===== src/rtl/buffer_scheduler.sv =====
// -----------------------------------------------------------------------------
// buffer_scheduler
//
// Shares a small 3-entry data buffer between two write requesters (A, B) and
// one read requester. Issues single-cycle buf_wr / buf_rd strobes, never both
// at once, never a write into a full buffer, never a read from an empty one.
// Read data is registered and returned with a one-cycle rd_valid pulse.
//
// Every operation ends with a SETTLE cycle so the buffer's full/empty flags
// reflect the completed op before the next decision is taken in IDLE.
//
// Ports:
//   clk, reset_n        clock (rising edge), synchronous active-low reset
//   req_a/data_a/ack_a  writer A: level request, data, one-cycle grant pulse
//   req_b/data_b/ack_b  writer B: same handshake as A
//   rd_req/rd_ack       reader: level request, one-cycle strobe-issued pulse
//   rd_valid/rd_dout    read data return: pulse and held data word
//   buf_wr/buf_w_data   write strobe and data towards the buffer
//   buf_rd/buf_r_data   read strobe towards and data from the buffer
//   buf_full/buf_empty  buffer status flags
// -----------------------------------------------------------------------------
module buffer_scheduler #(
  parameter int DBIT = 8
) (
  input  logic            clk,
  input  logic            reset_n,
  input  logic            req_a,
  input  logic [DBIT-1:0] data_a,
  output logic            ack_a,
  input  logic            req_b,
  input  logic [DBIT-1:0] data_b,
  output logic            ack_b,
  input  logic            rd_req,
  output logic            rd_ack,
  output logic            rd_valid,
  output logic [DBIT-1:0] rd_dout,
  output logic            buf_wr,
  output logic [DBIT-1:0] buf_w_data,
  output logic            buf_rd,
  input  logic [DBIT-1:0] buf_r_data,
  input  logic            buf_full,
  input  logic            buf_empty
);

  typedef enum logic [2:0] {
    IDLE,
    WR,
    RD,
    CAP,
    SETTLE
  } state_t;

  state_t state, state_nxt;

  // op_last_wr: 1 when the most recent operation was a write.
  // wr_last_b:  1 when the most recent write grant went to B.
  logic op_last_wr, op_last_wr_nxt;
  logic wr_last_b,  wr_last_b_nxt;

  logic            ack_a_nxt, ack_b_nxt, rd_ack_nxt, rd_valid_nxt;
  logic            buf_wr_nxt, buf_rd_nxt;
  logic [DBIT-1:0] buf_w_data_nxt, rd_dout_nxt;

  logic e_a, e_b, e_r;
  logic do_write, do_read, grant_a;

  assign e_a = req_a & ~buf_full;
  assign e_b = req_b & ~buf_full;
  assign e_r = rd_req & ~buf_empty;

  // On a read/write conflict the op type opposite to the last one wins;
  // otherwise whatever is eligible goes. Between writers, the one that was
  // not granted last wins a tie.
  assign do_write = (e_a | e_b) & (~e_r | ~op_last_wr);
  assign do_read  = e_r & ~do_write;
  assign grant_a  = e_a & (~e_b | wr_last_b);

  // Next-state and next-output logic. Outputs are computed one cycle ahead
  // and registered, so each strobe/ack is high exactly in its own state.
  always_comb begin
    state_nxt      = state;
    op_last_wr_nxt = op_last_wr;
    wr_last_b_nxt  = wr_last_b;
    ack_a_nxt      = 1'b0;
    ack_b_nxt      = 1'b0;
    rd_ack_nxt     = 1'b0;
    rd_valid_nxt   = 1'b0;
    buf_wr_nxt     = 1'b0;
    buf_rd_nxt     = 1'b0;
    buf_w_data_nxt = buf_w_data;
    rd_dout_nxt    = rd_dout;

    case (state)
      IDLE: begin
        if (do_write) begin
          state_nxt      = WR;
          buf_wr_nxt     = 1'b1;
          op_last_wr_nxt = 1'b1;
          if (grant_a) begin
            ack_a_nxt      = 1'b1;
            buf_w_data_nxt = data_a;
            wr_last_b_nxt  = 1'b0;
          end else begin
            ack_b_nxt      = 1'b1;
            buf_w_data_nxt = data_b;
            wr_last_b_nxt  = 1'b1;
          end
        end else if (do_read) begin
          state_nxt      = RD;
          buf_rd_nxt     = 1'b1;
          rd_ack_nxt     = 1'b1;
          op_last_wr_nxt = 1'b0;
        end
      end
      WR:  state_nxt = SETTLE;
      RD:  state_nxt = CAP;
      // The buffer updated buf_r_data at the edge that sampled buf_rd, so it
      // is stable throughout CAP and is captured at the end of it.
      CAP: begin
        state_nxt    = SETTLE;
        rd_valid_nxt = 1'b1;
        rd_dout_nxt  = buf_r_data;
      end
      SETTLE:  state_nxt = IDLE;
      default: state_nxt = IDLE;
    endcase
  end

  // State and output registers. Reset starts with op_last = read and
  // wr_last = B so that writes, and writer A, win the first conflicts.
  always_ff @(posedge clk) begin
    if (!reset_n) begin
      state      <= IDLE;
      op_last_wr <= 1'b0;
      wr_last_b  <= 1'b1;
      ack_a      <= 1'b0;
      ack_b      <= 1'b0;
      rd_ack     <= 1'b0;
      rd_valid   <= 1'b0;
      buf_wr     <= 1'b0;
      buf_rd     <= 1'b0;
      buf_w_data <= '0;
      rd_dout    <= '0;
    end else begin
      state      <= state_nxt;
      op_last_wr <= op_last_wr_nxt;
      wr_last_b  <= wr_last_b_nxt;
      ack_a      <= ack_a_nxt;
      ack_b      <= ack_b_nxt;
      rd_ack     <= rd_ack_nxt;
      rd_valid   <= rd_valid_nxt;
      buf_wr     <= buf_wr_nxt;
      buf_rd     <= buf_rd_nxt;
      buf_w_data <= buf_w_data_nxt;
      rd_dout    <= rd_dout_nxt;
    end
  end

endmodule


===== config.mk =====
export PLATFORM = sky130hd
export DESIGN_NAME = buffer_scheduler
export DESIGN_NICKNAME = d
export VERILOG_FILES = /design/src/rtl/buffer_scheduler.sv
export SDC_FILE = /design/constraint.sdc
export NUM_CORES = 1
export LEC_CHECK = 0
export BUFFER_PORTS_ARGS = -buffer_cell sky130_fd_sc_hd__buf_2
export CORE_AREA = 2 2 53 55
export DETAILED_ROUTE_END_ITERATION = 8
export DIE_AREA = 0 0 55 57
export PLACE_DENSITY_LB_ADDON = 0.1
export RECOVER_POWER = 50
export SLEW_MARGIN = 20
export SYNTH_ARGS = -nofsm -noshare
export SYNTH_HDL_FRONTEND = slang
export SYNTH_SLANG_ARGS = --single-unit
export TNS_END_PERCENT = 50

===== constraint.sdc =====
create_clock -name clk -period 1.35 [get_ports clk]
set_input_delay 0.0675 -clock clk [delete_from_list [all_inputs] [get_ports clk]]
set_output_delay 0.0675 -clock clk [all_outputs]
set_load 0.02 [all_outputs]

* Yosys cells after proc, flatten, opt, wreduce, memory -nomap -nowiden
Index checks and enable logic that the tools add are counted.
Word-level totals: word-level logic and storage cells 50, bits of input ports 31, bits in registers 26
Cells by class: eq/ne operators 4, muxes and demuxes 11, reduce and logical (&&, ||, !) cells 8, bitwise operators 17
Operators with widths (count):
- case mux 3 bit (3 select lines) | 1
- two-way mux 8 bit | 1
- NOT 1 bit | 8
- two-way mux 1 bit | 7
- AND 1 bit | 6
- == test 3 x 2 -> 1 bit, second input constant | 2
- two-way mux 3 bit | 2
- AND reduction 2 bit | 3
- == test 3 x 1 -> 1 bit, second input constant | 1
- logical NOT 3 bit | 1
- != test 3 bit, second input constant | 1
- bitwise OR 1 bit | 3
- AND reduction 3 bit | 1
- OR reduction 3 bit | 1
- nonzero test 2 bit | 1
- OR reduction 2 bit | 1

* Longest topological paths before layout
Gate-level depths: netlist of the first run.
depth after elaboration 10, mapped depth 5, depth with buffers taken out 4

* Worst setup path after synthesis of the first run
No wires, ideal clock.
path kind register to register, start point register state[2], end point register op_last_wr, path buffers 1, clock period less this slack 1.185 ns, data arrival time 1.067 ns, setup slack 0.165 ns, cell stages (with the launch flop) 4, library setup time 0.119 ns, required time 1.231 ns, path through dfxtp_1 > or3_4 > buf_6 > o221a_1
Between the ends: longest elaborated chain between the ends 2
Ends and longest elaborated chain:
- start, declared | line 53 | state_t state, state_nxt;
- start signal, assigned | line 145 | state <= state_nxt;
- logical NOT 3 bit | line 93 | case (state)
- AND reduction 2 bit (no source line)
- end signal, assigned | line 146 | op_last_wr <= op_last_wr_nxt;
- end, declared | line 57 | logic op_last_wr, op_last_wr_nxt;
No other way between the ends. A chain may end at the register's enable or synchronous reset.

* Worst setup path in the final report of the first run
start point register state[1], end point register op_last_wr
The elaborated chain is that of the path after synthesis.

==> results of run 1 <==
[path summary, 6_finish.rpt]
kind                                 start       endpoint  slack [ns]  cells past startpoint
worst max-delay path              state[1]     op_last_wr        0.08                      3
worst min-delay path             data_a[1]  buf_w_data[1]       0.003                      3
worst max register to register    state[1]     op_last_wr        0.08                      3
worst min register to register  rd_dout[2]     rd_dout[2]        0.47                      2
[cells in the final DEF (no fill, tap or decap), drive strengths merged]
| cell type | count |
|---|---|
| a21o | 1 |
| or2 | 1 |
| nand3 | 8 |
| or3 | 2 |
| o211ai | 8 |
| a211oi | 1 |
| o221a | 1 |
| o21bai | 1 |
| mux2i | 8 |
| a21oi | 11 |
| a31oi | 1 |
| and3 | 3 |
| o21ai | 9 |
| nand2 | 11 |
| inv | 5 |
| nor2b | 1 |
| nor2 | 3 |
| and2 | 1 |
| dfxtp | 26 |
| and2b | 1 |
| clkbuf | 25 |
| buf | 37 |
| dlygate4sd3 | 10 |
[cell families after synthesis]
family,Yosys count,synth area share (%)
AOI/OAI and AO/OA,33,21.0
buffers and inverters,12,6.27
DFF,26,48.3
muxes,8,7.43
and+or+nand+nor,31,17.0
[metal layers]
metal	wire (um)	part of all wire, %	GRT usage [%]
met5	0	0	0
met4	19	0.80	6.27
met3	133	5.6	2.62
met2	1160	49	25.9
met1	1060	45	21.4
[worst reg2reg max path: cells and delay by family, from the launching register on]
| family | cells | cell delay [ns] |
|---|---|---|
| flip-flops | 1 | 0.34 |
| AND/OR/NAND/NOR | 1 | 0.44 |
| buffers and inverters | 1 | 0.17 |
| AO/OA/AOI/OAI | 1 | 0.23 |
[area by class of cell]
| type | instances | area [um2] |
|---|---|---|
| Timing Repair Buffer | 68 | 392 |
| Inverter | 5 | 18.8 |
| Tap cell | 31 | 38.8 |
| Clock buffer | 4 | 36.3 |
| Fill cell | 279 | 1120 |
| Multi-Input combinational cell | 72 | 489 |
| Sequential cell | 26 | 520 |
[per-stage QoR]
| step | hold WS (ns) | std cells | cell area, um2 | setup WS (ns) |
|---|---|---|---|---|
| floorplan | 0.203 | 110 | 1080 | 0.165 |
| global placement | 0.319 | 190 | 1360 | 0.0811 |
| detailed placement | 0.327 | 190 | 1360 | 0.0527 |
| CTS | 0.000135 | 204 | 1490 | 0.0340 |
| global route | 0.00906 | 206 | 1500 | 0.00953 |
| finish | 0.00281 | 206 | 1500 | 0.0845 |
[state kept, by name (all words and copies together), names as in the netlist]
| register | cells |
|---|---|
| buf_rd | 1 |
| state | 3 |
| op_last_wr | 1 |
| rd_dout | 8 |
| ack_b | 1 |
| wr_last_b | 1 |
| buf_wr | 1 |
| buf_w_data | 8 |
| rd_valid | 1 |
| ack_a | 1 |
[power by group]
| part | switching, mW | internal (mW) |
|---|---|---|
| Clock | 0.225 | 0.165 |
| Combinational | 0.172 | 0.153 |
| Sequential | 0.0214 | 0.806 |
| Total | 0.418 | 1.12 |
[repair_timing]
item | in CTS | in global routing
setup endpoints to repair | 0 | 8
hold buffers | 10 | 0
endpoints found under the hold margin | 10 | 0
setup buffers | 0 | 2
resized for setup | 0 | 0
==> reports/results.ini, run 1 <==
[outcome]
status=complete, no violations

[drt]
wire_per_inst_um=11.5
drt_first_pass_iters=2
num_vias=987
drc=0
dr.first_iter.drc_count=10
routed_wl_um=2370
routed_via_density=4.79
postRouteAntennaNets=0

[synthesis]
synth_area_leaders=dfxtp_1 48%, mux2i_1 7.4%, a21oi_1 5.1%, o211ai_1 4.2%, nand3_1 3.7%
synth_area_um2=1080
yosysMostFrequentCell=dfxtp_1
synth_seq_cells=26
synth_cells=110
yosysTopAreaCellShare_pct=48.3
syn_area_per_cell_um2=9.79
synth_nets=141
synth-edff-count=0
yosys-top-cells-count=26 x dfxtp_1, 11 x a21oi_1, 10 x nand2_1
yosys.area.top_type=dfxtp_1
ys.flop_type=dfxtp_1
synthDistinctLibCells=30
synth_warnings=0
ys_seq_area_share_pct=48.3
async_flop_share_pct=0

[placed_design]
gp_congestion=0.668
hpwl_um=1640
port_buffers=52

[sta]
grt_setup_unrepaired=no
max_freq_ghz=0.790
tightest_slew_ns=0.371
layout_min_cycle_time_ns=1.27
period_share_pct=93.7
max_slew_margin_pct=75.3
setup_tns_ns=0
setup_viol_count_final=0
maxSlewViolCount=0
final_hold_viol_count=0
finClkSkew_ns=0.00426

[clocking]
path_clk_slew_ns=0.14
cts_root_buffer=clkbuf_4
numClockSinks=26
numCtsBuffers=3
clock_path_buffers=2
clock_latency_ns=0.32
cts_tree=done
cts_max_level=1

[flow_run]
max_cap_viol_count=0

[setup_path]
crit_path_end_kind=flop
slowest_delay_ns=0.44
required_ns=1.57
cp-start-kind=flop
cp_top_family=simple AND/OR/NAND/NOR gates
critical_path.slowest_cell=or3_4
crit_buf_inv=1
worstPathArrival_ns=1.49
crit_type=flop to flop
cp_max_fo=5
cp_cell_sequence=or3_4 > buf_4 > o221a_1

[cells_and_area]
area_delta_synth_final_pct=38.8
fin_nets=207
final_core_util_pct=57.2
drive_gt1_share_pct=30.9
n_antenna_cell=0

[floorplan]
die_w_um=55
start_util_pct=41.2
chipHeight_um=57
dieArea_um2=3140
num_rows=19
num_io_pins=53
coreArea_um2=2620

[global_route]
track_usage_pct=16.2
antenna_found_initial=0
grt_first_pass_wirelength_um=3790
overflow=0
grt_max_degree=15
grt_pass1_vias=909

[worst_hold_path]
worst_hold_path_type=primary input to flop

[power_and_ir_drop]
power.total_mw=1.54
p_leak_nw=0.631
vdd_drop_max_v=0.000738
p_per_area_nw_per_um2=1030

Power figures use the tool's default switching activity.
==> run 2: changes to the inputs <==
--- a/config.mk
+++ b/config.mk
@@ -6,9 +6,11 @@
 export NUM_CORES = 1
 export LEC_CHECK = 0
 export BUFFER_PORTS_ARGS = -buffer_cell sky130_fd_sc_hd__buf_2
-export CORE_AREA = 2 2 53 55
+export CELL_PAD_IN_SITES_DETAIL_PLACEMENT = 1
+export CELL_PAD_IN_SITES_GLOBAL_PLACEMENT = 1
+export CORE_AREA = 2 2 62 64
 export DETAILED_ROUTE_END_ITERATION = 8
-export DIE_AREA = 0 0 55 57
+export DIE_AREA = 0 0 64 66
 export PLACE_DENSITY_LB_ADDON = 0.1
 export RECOVER_POWER = 50
 export SLEW_MARGIN = 20
==> reports/results.ini, run 2 (synthesis gave the netlist of run 1 again) <==
[floorplan]
coreArea_um2=3550
dieArea_um2=4220
chipHeight_um=66
die_w_um=64
num_rows=22
num_io_pins=53
start_util_pct=30.3

[clocking]
path_clk_slew_ns=0.15
clock_path_buffers=2
clock_latency_ns=0.32
numCtsBuffers=3
cts_root_buffer=clkbuf_4
cts_max_level=1
numClockSinks=26
cts_tree=done

[cells_and_area]
final_core_util_pct=44.3
final_cell_mix=30 x buf_2, 25 x dfxtp_1, 22 x clkbuf_1, 15 x dlygate4sd3_1, 11 x a21oi_1
drive_gt1_share_pct=30.8
finalInstanceArea_um2=1570
n_antenna_cell=0
mostFrequentLayoutCell=buf_2
area_delta_synth_final_pct=46.0
top_regs=buf_w_data x8, rd_dout x8, state x3
fin_cells=230
fin_nets=214

[placed_design]
dp.cells=209
dp_worst_setup_slack_ns=0.00821
port_buffers=52
hpwl_um=2100
gp_congestion=0.712
postPlaceCellArea_um2=1390

[global_route]
grt_pass1_vias=1049
grt_first_pass_wirelength_um=4620
antenna_found_initial=0
grt_max_degree=15
overflow=0
track_usage_pct=14.0

[setup_path]
rrSetupSlack_ns=0.01
critical_path.startpoint=state[2]
crit_type=flop to flop
r2r_end=buf_w_data[5]
crit_buf_inv=1
crit_path_end_kind=flop
critical_path.slowest_cell=or3_4
cp_num_cells=4
cp_cell_sequence=or3_4 > buf_6 > o211ai_1 > o21ai_1
cp_top_family=simple AND/OR/NAND/NOR gates
cp_max_fo=8
required_ns=1.57
worstSetupEndpoint=buf_w_data[5]
worstPathArrival_ns=1.55
slowest_delay_ns=0.45
reg2reg_from=state[2]
cp-start-kind=flop
r2r_cells=4

[power_and_ir_drop]
combinationalPowerShare_pct=21.5
p_per_area_nw_per_um2=1000
vdd_drop_max_v=0.000397
switching_share_pct=28.2
p_leak_nw=0.656
p_switching_mw=0.443
pwr-share-seq_pct=52.8
internal-power_mw=1.13
power.total_mw=1.57
power.share.clock_pct=25.7

[worst_hold_path]
worst_hold_path_type=primary input to flop

[drt]
num_vias=1053
postRouteAntennaNets=0
wire_per_inst_um=13.0
routed.top_layer=met4
dr.first_iter.drc_count=29
wl_met3_um=144
met1Wirelength_um=1270
routed_via_density=4.58
drc=0
routed_wl_um=2990
drt_first_pass_iters=2
wl_met2_um=1540

[sta]
setup_viol_count_final=0
max_slew_margin_pct=74.6
worst_hold_slack_ns=0.00196
final_hold_viol_count=0
max_freq_ghz=0.749
period_share_pct=98.9
maxSlewViolCount=0
tightest_slew_ns=0.381
setup_tns_ns=0
finClkSkew_ns=0.00643
finalWorstSetupSlack_ns=0.0147
layout_min_cycle_time_ns=1.34
grt_setup_unrepaired=yes

[outcome]
status=complete, no violations

[flow_run]
max_cap_viol_count=0

run 2: cell count changes in the layout (fill, tap and decap cells not counted), sizes merged:
| cell | before | now |
|---|---|---|
| buf | 37 | 38 |
| clkbuf | 25 | 26 |
| dlygate4sd3 | 10 | 15 |
run 2: worst register-to-register path, delay by kind of cell, from the launching register on:
kind            cells  cell delay [ns]
compound gates      2             0.29
buf+inv             1             0.15
flops               1             0.35
simple gates        1             0.45
run 2: how the worst min path moves through the flow:
stage,slack (ns),to,cells after the start,startpoint
5_1_grt,0.006,buf_w_data[1],3,data_a[1]
6_report,0.002,buf_w_data[4],3,data_b[4]
3_3_place_gp,0.32,rd_dout[3],3,buf_r_data[3]
3_5_place_dp,0.33,rd_dout[2],3,buf_r_data[2]
2_1_floorplan,0.20,buf_w_data[7],2,reset_n
4_1_cts,0.0008,buf_w_data[2],3,data_b[2]
run 2: power groups by stage:
stage                     clock network [mW]  logic [mW]  registers (mW)
after floorplan                            0       0.154           0.876
after global placement                     0       0.292           0.843
after detailed placement                   0       0.303           0.844
after CTS                              0.415       0.338           0.828
after global routing                   0.443       0.370           0.835
final                                  0.405       0.338           0.830
run 2: per-layer routing:
layer / global-route usage [%] / up-vias
met5: 0 / -
met4: 5.71 / 0
met3: 2.04 / 2
met2: 26.3 / 33
met1: 15.8 / 486
li1: - / 532
run 2: final cells by class:
cell class                 count  area (um2)
fill                         436        1980
timing repair buffer          75         447
inverter                       5        18.8
tap                           48        60.1
sequential                    26         522
multi-input combinational     72         489
clock buffer                   4        36.3
run 2: timing repair:
item | CTS | global route
pin swaps | 1 | 2
setup endpoints to repair | 1 | 4
endpoints found under the hold margin | 11 | 1
buffers inserted | 1 | 1
gates resized for setup | 0 | 2
hold buffers | 13 | 2
